<file path="config.mk">
export PLATFORM = sky130hd
export DESIGN_NAME = tpu_host_seq
export DESIGN_NICKNAME = d
export VERILOG_FILES = /design/src/rtl/tpu_host_seq.sv
export SDC_FILE = /design/constraint.sdc
export NUM_CORES = 1
export LEC_CHECK = 0
export ABC_AREA = 1
export CORE_AREA = 2 2 110 112
export DETAILED_ROUTE_END_ITERATION = 8
export DIE_AREA = 0 0 112 114
export DONT_BUFFER_PORTS = 1
export SLEW_MARGIN = 10
export SYNTH_ARGS = -nofsm -noshare
export SYNTH_HDL_FRONTEND = slang
export SYNTH_SLANG_ARGS = --single-unit
export TNS_END_PERCENT = 20
</file>
<file path="constraint.sdc">
create_clock -name clk -period 3.99 [get_ports clk]
set_input_delay 0.399 -clock clk [delete_from_list [all_inputs] [get_ports clk]]
set_output_delay 0.399 -clock clk [all_outputs]
set_load 0.005 [all_outputs]
</file>
<file path="src/rtl/tpu_host_seq.sv">
// tpu_host_seq: bus initiator for one TPU matmul job.
// Streams A rows, B words and C half-rows from the input into the TPU slave
// port, issues the MatMul command, idles for WAIT_CYCLES, then reads the 16 C
// half-rows back out on a valid/ready result stream.
// Build option: define TPU_SEQ_ZERO_C_EN to load C with zeros generated
// internally instead of taking C words from the input stream.
module tpu_host_seq #(
    parameter int DIM         = 8,
    parameter int ADDRW       = 16,
    parameter int DATAW       = 64,
    parameter int WAIT_CYCLES = 26
) (
    input  logic             clk,
    input  logic             rst_n,
    input  logic             start,
    output logic             busy,
    output logic             done,
    input  logic             in_valid,
    output logic             in_ready,
    input  logic [DATAW-1:0] in_data,
    output logic             out_valid,
    input  logic             out_ready,
    output logic [DATAW-1:0] out_data,
    output logic             bus_r_w,
    output logic [ADDRW-1:0] bus_addr,
    output logic [DATAW-1:0] bus_wdata,
    input  logic [DATAW-1:0] bus_rdata
);

    localparam int NUM_C = 2 * DIM;                 // C is loaded as half-rows
    localparam int KW    = $clog2(NUM_C);
    localparam int WCW   = $clog2(WAIT_CYCLES + 1);

    localparam logic [ADDRW-1:0] A_BASE   = ADDRW'(16'h0100);
    localparam logic [ADDRW-1:0] B_BASE   = ADDRW'(16'h0200);
    localparam logic [ADDRW-1:0] C_BASE   = ADDRW'(16'h0300);
    localparam logic [ADDRW-1:0] CMD_ADDR = ADDRW'(16'h0400);
    localparam logic [ADDRW-1:0] STRIDE   = ADDRW'(DATAW / 8);

    typedef enum logic [2:0] {
        IDLE, LOAD_A, LOAD_B, LOAD_C, CMD, WAIT, READ_C
    } state_t;

    state_t           state_q;
    logic [KW-1:0]    k_q;        // load word index, reused as readback index j
    logic [WCW-1:0]   wcnt_q;     // 0 = command beat on the bus, 1..WAIT_CYCLES = idle beats
    logic             rw_q;
    logic [ADDRW-1:0] addr_q;
    logic [DATAW-1:0] wdata_q;
    logic             done_q;

    logic             load_fire;
    logic             load_last;
    logic [ADDRW-1:0] load_base;
    logic [DATAW-1:0] load_data;
    state_t           load_next;
    logic [ADDRW-1:0] load_addr_d;
    logic [ADDRW-1:0] rd_addr_d;
    logic             out_hs;

`ifdef TPU_SEQ_ZERO_C_EN
    assign in_ready = (state_q == LOAD_A) || (state_q == LOAD_B);
`else
    assign in_ready = (state_q == LOAD_A) || (state_q == LOAD_B) || (state_q == LOAD_C);
`endif

    assign busy      = (state_q != IDLE);
    assign out_valid = (state_q == READ_C);
    assign out_data  = bus_rdata;
    assign done      = done_q;
    assign bus_r_w   = rw_q;
    assign bus_addr  = addr_q;
    assign bus_wdata = wdata_q;
    assign out_hs    = out_valid && out_ready;

    assign load_addr_d = load_base + ADDRW'(k_q) * STRIDE;
    assign rd_addr_d   = C_BASE + (ADDRW'(k_q) + ADDRW'(1)) * STRIDE;

    // Per-phase load decode: base address, last-word test, data source, successor
    always_comb begin
        load_base = A_BASE;
        load_last = (k_q == KW'(DIM - 1));
        load_next = LOAD_B;
        load_fire = in_valid && in_ready;
        load_data = in_data;
        case (state_q)
            LOAD_B: begin
                load_base = B_BASE;
                load_next = LOAD_C;
            end
            LOAD_C: begin
                load_base = C_BASE;
                load_last = (k_q == KW'(NUM_C - 1));
                load_next = CMD;
`ifdef TPU_SEQ_ZERO_C_EN
                load_fire = 1'b1;
                load_data = '0;
`endif
            end
            default: ;
        endcase
    end

    // Sequencer FSM; bus outputs fall back to the idle value unless a beat is issued
    always_ff @(posedge clk or negedge rst_n) begin
        if (!rst_n) begin
            state_q <= IDLE;
            k_q     <= '0;
            wcnt_q  <= '0;
            rw_q    <= 1'b0;
            addr_q  <= '0;
            wdata_q <= '0;
            done_q  <= 1'b0;
        end else begin
            rw_q    <= 1'b0;
            addr_q  <= '0;
            wdata_q <= '0;
            done_q  <= 1'b0;
            case (state_q)
                IDLE: begin
                    if (start) begin
                        state_q <= LOAD_A;
                        k_q     <= '0;
                    end
                end
                LOAD_A, LOAD_B, LOAD_C: begin
                    if (load_fire) begin
                        rw_q    <= 1'b1;
                        addr_q  <= load_addr_d;
                        wdata_q <= load_data;
                        if (load_last) begin
                            k_q     <= '0;
                            state_q <= load_next;
                        end else begin
                            k_q <= k_q + KW'(1);
                        end
                    end
                end
                CMD: begin
                    rw_q    <= 1'b1;
                    addr_q  <= CMD_ADDR;
                    wcnt_q  <= '0;
                    state_q <= WAIT;
                end
                WAIT: begin
                    if (wcnt_q == WCW'(WAIT_CYCLES)) begin
                        addr_q  <= C_BASE;
                        k_q     <= '0;
                        state_q <= READ_C;
                    end else begin
                        wcnt_q <= wcnt_q + WCW'(1);
                    end
                end
                READ_C: begin
                    addr_q <= addr_q;
                    if (out_hs) begin
                        if (k_q == KW'(NUM_C - 1)) begin
                            addr_q  <= '0;
                            k_q     <= '0;
                            done_q  <= 1'b1;
                            state_q <= IDLE;
                        end else begin
                            addr_q <= rd_addr_d;
                            k_q    <= k_q + KW'(1);
                        end
                    end
                end
                default: state_q <= IDLE;
            endcase
        end
    end

endmodule
</file>
Yosys cells after proc, flatten, opt, wreduce, memory -nomap -nowiden
Index checks and enable logic that the tools add are counted.
Word-level totals
  register bits after elaboration: 94
  bits of input ports: 133
  output and inout bits: 149
  word-level logic and storage cells: 71
Cells by class
  add/subtract/negate cells: 5
  equal/unequal tests: 16
  multiplexer cells: 31
  reductions and logical operators: 12
Operators with widths (number)
  $mux W64: 2
  $pmux W16 S4: 1
  $mux W16: 2
  $mux W4: 6
  $pmux W10 S2: 1
  $mux W3: 6
  $add A16 B7 Y16: 1
  $pmux W4 S4: 1
  $pmux W3 S5: 1
  $add A10 B8 Y11 const A: 1
  $mux W11: 1
  $mux W10: 1
  $ne A2 B2 Y1 const B: 5
  $pmux W5 S2: 1
  $eq A3 B3 Y1 const B: 3
  $eq A3 B2 Y1 const B: 2
  $pmux W3 S2: 1
  $reduce_and A6 Y1: 1
  $add A4 B1 Y5 const B: 1
  $add A5 B1 Y5 const B: 1
  $eq A5 B5 Y1 const B: 1
  $mux W1: 5
  $mux W5: 1
  $reduce_and A5 Y1: 1
  other kinds (14): 17

Depth between registers and ports, before layout
  word-level depth: 6
  gate-level depth with buffers: 10

Worst setup path after synthesis
OpenSTA, ideal clock, no wires.
  kind: register to register
  start: register wcnt_q[0]
  end: register k_q[0]
  data arrival time: 1.264 ns
  data required time: 3.874 ns
  setup slack: 2.609 ns
  cell stages (with the launch flop): 10
  path buffers: 0
  period minus slack after synthesis: 1.381 ns
  path through: dfrtp_1 -> inv_1 -> ha_1 -> nand4_1 -> nand2_1 -> nand2_2 -> nor2_4 -> nand2_2 -> nand2_1 -> nand2_1
On the way
  longest elaborated chain between the ends: 3
Ends and longest elaborated chain
  start, declared: line 46  | logic [WCW-1:0] wcnt_q;
  start signal, assigned: line 151  | wcnt_q <= wcnt_q + WCW'(1);
  $eq A5 B5 Y1: line 146  | if (wcnt_q == WCW'(WAIT_CYCLES)) begin
  $ne A2 B2 Y1 (no line)
  $reduce_and A5 Y1 (no line)
  end signal, assigned: line 135  | k_q <= k_q + KW'(1);
  end signal, assigned: line 164  | k_q <= k_q + KW'(1);
  end, declared: line 45  | logic [KW-1:0] k_q;
No other way between the ends.
A chain may end at the register's enable or synchronous reset.

Worst setup path after layout
  start: register state_q[1]
  end: register wdata_q[45], in the netlist bus_wdata[45]
On the way
  longest elaborated chain between the ends: 6
Ends and longest elaborated chain
  start, declared: line 44  | state_t state_q;
  start signal, assigned: line 133  | state_q <= load_next;
  $eq A3 B1 Y1 or $eq A3 B2 Y1 (tied branches): line 64  | assign in_ready = (state_q == LOAD_A) || (state_q == LOAD_B) || (state_q == LOAD_C);
  $logic_or A1 B1 Y1: line 64
  $logic_or A1 B1 Y1 (*): line 64
  net in_ready: line 19  | output logic in_ready,
  $logic_and A1 B1 Y1 (*): line 84  | load_fire = in_valid && in_ready;
  $mux W64 (*): line 127  | if (load_fire) begin
  $mux W64 (*): line 119  | case (state_q)
  end signal, assigned: line 130  | wdata_q <= load_data;
  end, declared: line 49  | logic [DATAW-1:0] wdata_q;
Mark *: on every way through the listed nets, which the timed path passes. The rest lies on a longest branch.

==> flow_metrics.tcl <==
set metrics [dict create \
    gp_congestion 0.830 \
    synth_register_bits 85 \
    grt_antenna_before_repair 1 \
    fmaxAchievable_mhz 524 \
    yosys-top-cells-count "85 x dfrtp_1, 76 x inv_1, 73 x buf_4" \
    post-route-drc-count 0 \
    critical_path_class "flip-flop to flip-flop" \
    critPathLaunchType "flip-flop" \
    power.static_leakage_nw 2.20 \
    clk_pin_slew_worst_paths_ns 0.07 \
    grt_peak_use_layer "met2" \
    final_cells 530 \
    hold_path_class "input port to flip-flop" \
    antenna_violating_nets_post_route 0 \
    seq_power_share 0.477 \
    worst-path-max-fanout 42 \
    viasPerCell 4.37 \
    netlist_instances 438 \
    floorplan.core_area_mm2 0.0117 \
    utilization_after_layout 0.332 \
    rsz0062_at_grt "false" \
    placed_cell_area_mm2 0.00356 \
    synth.area.top_cells "dfrtp_1 53%, buf_4 14%, inv_1 7.2%" \
    synth_warnings 0 \
    io_buffers 0 \
    setup_viol_count_final 0 \
    cts_buffers 9 \
    globalRouteMet3Util 0.0818 \
    netSwitchingPower_uw 853 \
    fin_worst_skew_ns 0.00724 \
    fp.dieArea_mm2 0.0128 \
    power.density_mw_per_mm2 649 \
    final_layout_size_suffix_gt1_frac 0.110 \
    cts_buffer_depth 2 \
    synth_top_area_cell "dfrtp_1" \
    hold_viol_final 0 \
    intPower_mw 1.67 \
    post-route-min-period_ns 1.91 \
    async_reset_ff_frac 1.00 \
    dieHeight_um 114 \
    tritoncts "yes" \
    timing.critical_path.required_ns 4.18 \
    power_switching_share 0.338 \
    detail_route.first_pass.iterations 4 \
    report.final.slew_viol_count 0 \
    slew_margin_rel 0.669 \
    yosysTopAreaCellShare 0.534 \
    dp_cells 511 \
    h_tree_depth_reported_by_cts 3 \
    cts_root_buf "clkbuf_16" \
    multi_input_area_um2 936 \
    report.power.total_mw 2.53 \
    n_fill_cell 1198 \
    timing.final.crit_share 0.479 \
    synth.cell_area_mm2 0.00398 \
    postLayoutCellArea_mm2 0.00389 \
    cts_hold_repair.buffers 2 \
    number_of_enable_flip_flop_cells_after_synthesis 0 \
    cap_violations 0 \
    vdd_ir_drop_max_mv 0.331 \
    avg_inst_size_synth_um2 9.10 \
    grt_pass1_wl_um 13500 \
    clock_network_fraction_of_total_power 0.312 \
    detailedPlacementHpwl_um 7510 \
    worst-slew-pin-transition_ns 0.495 \
    synth_seq_area_share 0.534 \
    seq_area_mm2 0.00213 \
    avgRoutedWirePerCell_um 17.5 \
    finish.net_count 513 \
    arrival_ns 2.10 \
    grt_use_met1 0.126 \
    result_of_the_run "completed" \
    area_delta_synth_final_pct -2.29 \
    floorplan.initialDensity 0.340 \
    clock_latency_ns 0.32 \
    yosys.cell_types.count 29 \
    grt.total_usage 0.141 \
    route.vias.total 2316 \
    most_used_standard_cell_by_instance_count_after_synthesis "dfrtp_1" \
    grt_pass1_vias 2258 \
    pin_count_of_the_biggest_net_entering_global_routing 86 \
    grtUsageMet2 0.260 \
    synth_flop_cell "dfrtp_1" \
    grt.overflow.total 0 \
    postCtsSetupRepairBufs 0 \
    worst_setup_path_end_kind "flip-flop" \
    power.combinational.fraction 0.212 \
    num_rows 40 \
    clkSinkCount 85 \
    die_w_um 112 \
    post_cts_resized 0 \
    detailedRoute.firstIterationViolations 141 \
    setup-tns-final_ns 0 \
    overall_routed_net_length_um 9250 \
    boundaryPins 282 \
]
worst max-delay path, stage by stage (launching register included):
cell and delay, ns:
dfrtp_1 0.51, nor2_4 0.22, nor2_4 0.07, nand2_2 0.40, buf_4 0.46, nor2_1 0.08
cell type report:
class,instances,area share
antenna,1,0.000643
clock buffer,11,0.0649
clock inverter,5,0.0109
inverter,80,0.0778
multi-input combinational,198,0.240
sequential,85,0.546
tap,147,0.0473
timing repair buffer,3,0.0116
cell families (layout without fill, tap and decap cells):
family,count (synthesis),in the layout,share of synthesized area
fa+ha+maj,3,3,0.00942
other cells,1,10,0.000941
buf+inv,163,99,0.239
compound gates,18,18,0.0242
flops,85,85,0.534
simple gates,164,164,0.184
xor+xnor,4,4,0.00879
metrics by stage:
step	worst slack, ns	hold slack [ns]
6_report	2.08	0.168
3_5_place_dp	2.08	0.105
4_1_cts	2.05	0.155
5_1_grt	1.90	0.154
2_1_floorplan	2.61	0.103
3_3_place_gp	2.14	0.105
placed cells by master, fill, tap and decap left out, types with 2 or more instances in the layout:
cell       synthesis  final
dfrtp_1           85     85
inv_1             76     76
nor2_1            72     72
nand2_1           59     59
o21ai_0            9      9
nand3_1            9      9
conb_1             1      9
clkbuf_16          0      9
nand2_2            7      7
nor2_4             6      6
a21oi_1            5      5
xor2_1             4      4
inv_2              3      3
ha_1               3      3
clkinv_4           0      3
nand3_2            2      2
nor2_2             2      2
nand4_1            2      2
clkbuf_8           0      2
metal layers:
layer / routed length (µm) / up-vias
li1: - / 1077
met1: 2870 / 1056
met2: 4950 / 158
met3: 1230 / 25
met4: 190 / 0
met5: 0 / -
power by group through the flow:
stage | Combinational (mW) | Clock [mW] | Sequential, mW
2_1_floorplan | 0.571 | 0 | 1.15
3_3_place_gp | 0.506 | 0 | 1.22
3_5_place_dp | 0.519 | 0 | 1.22
4_1_cts | 0.545 | 0.813 | 1.21
5_1_grt | 0.624 | 0.847 | 1.23
6_report | 0.535 | 0.788 | 1.20
path summary, 6_finish.rpt:
path	cells after the start	startpoint	slack [ns]	to
max	5	state_q[1]	2.08	bus_wdata[45]
min	2	in_data[57]	0.17	bus_wdata[57]
min in group asynchronous	2	rst_n	0.61	bus_r_w
max in group asynchronous	2	rst_n	3.02	bus_wdata[7]
max reg2reg	5	state_q[1]	2.08	bus_wdata[45]
min reg2reg	2	bus_addr[8]	0.53	bus_addr[8]
flip-flops by register name, indices dropped and copies added, names as in the netlist:
name       count
wcnt_q         5
bus_addr       7
bus_r_w        1
state_q        3
done           1
bus_wdata     64
k_q            4
Note: power is estimated with default switching activity, not from simulation.
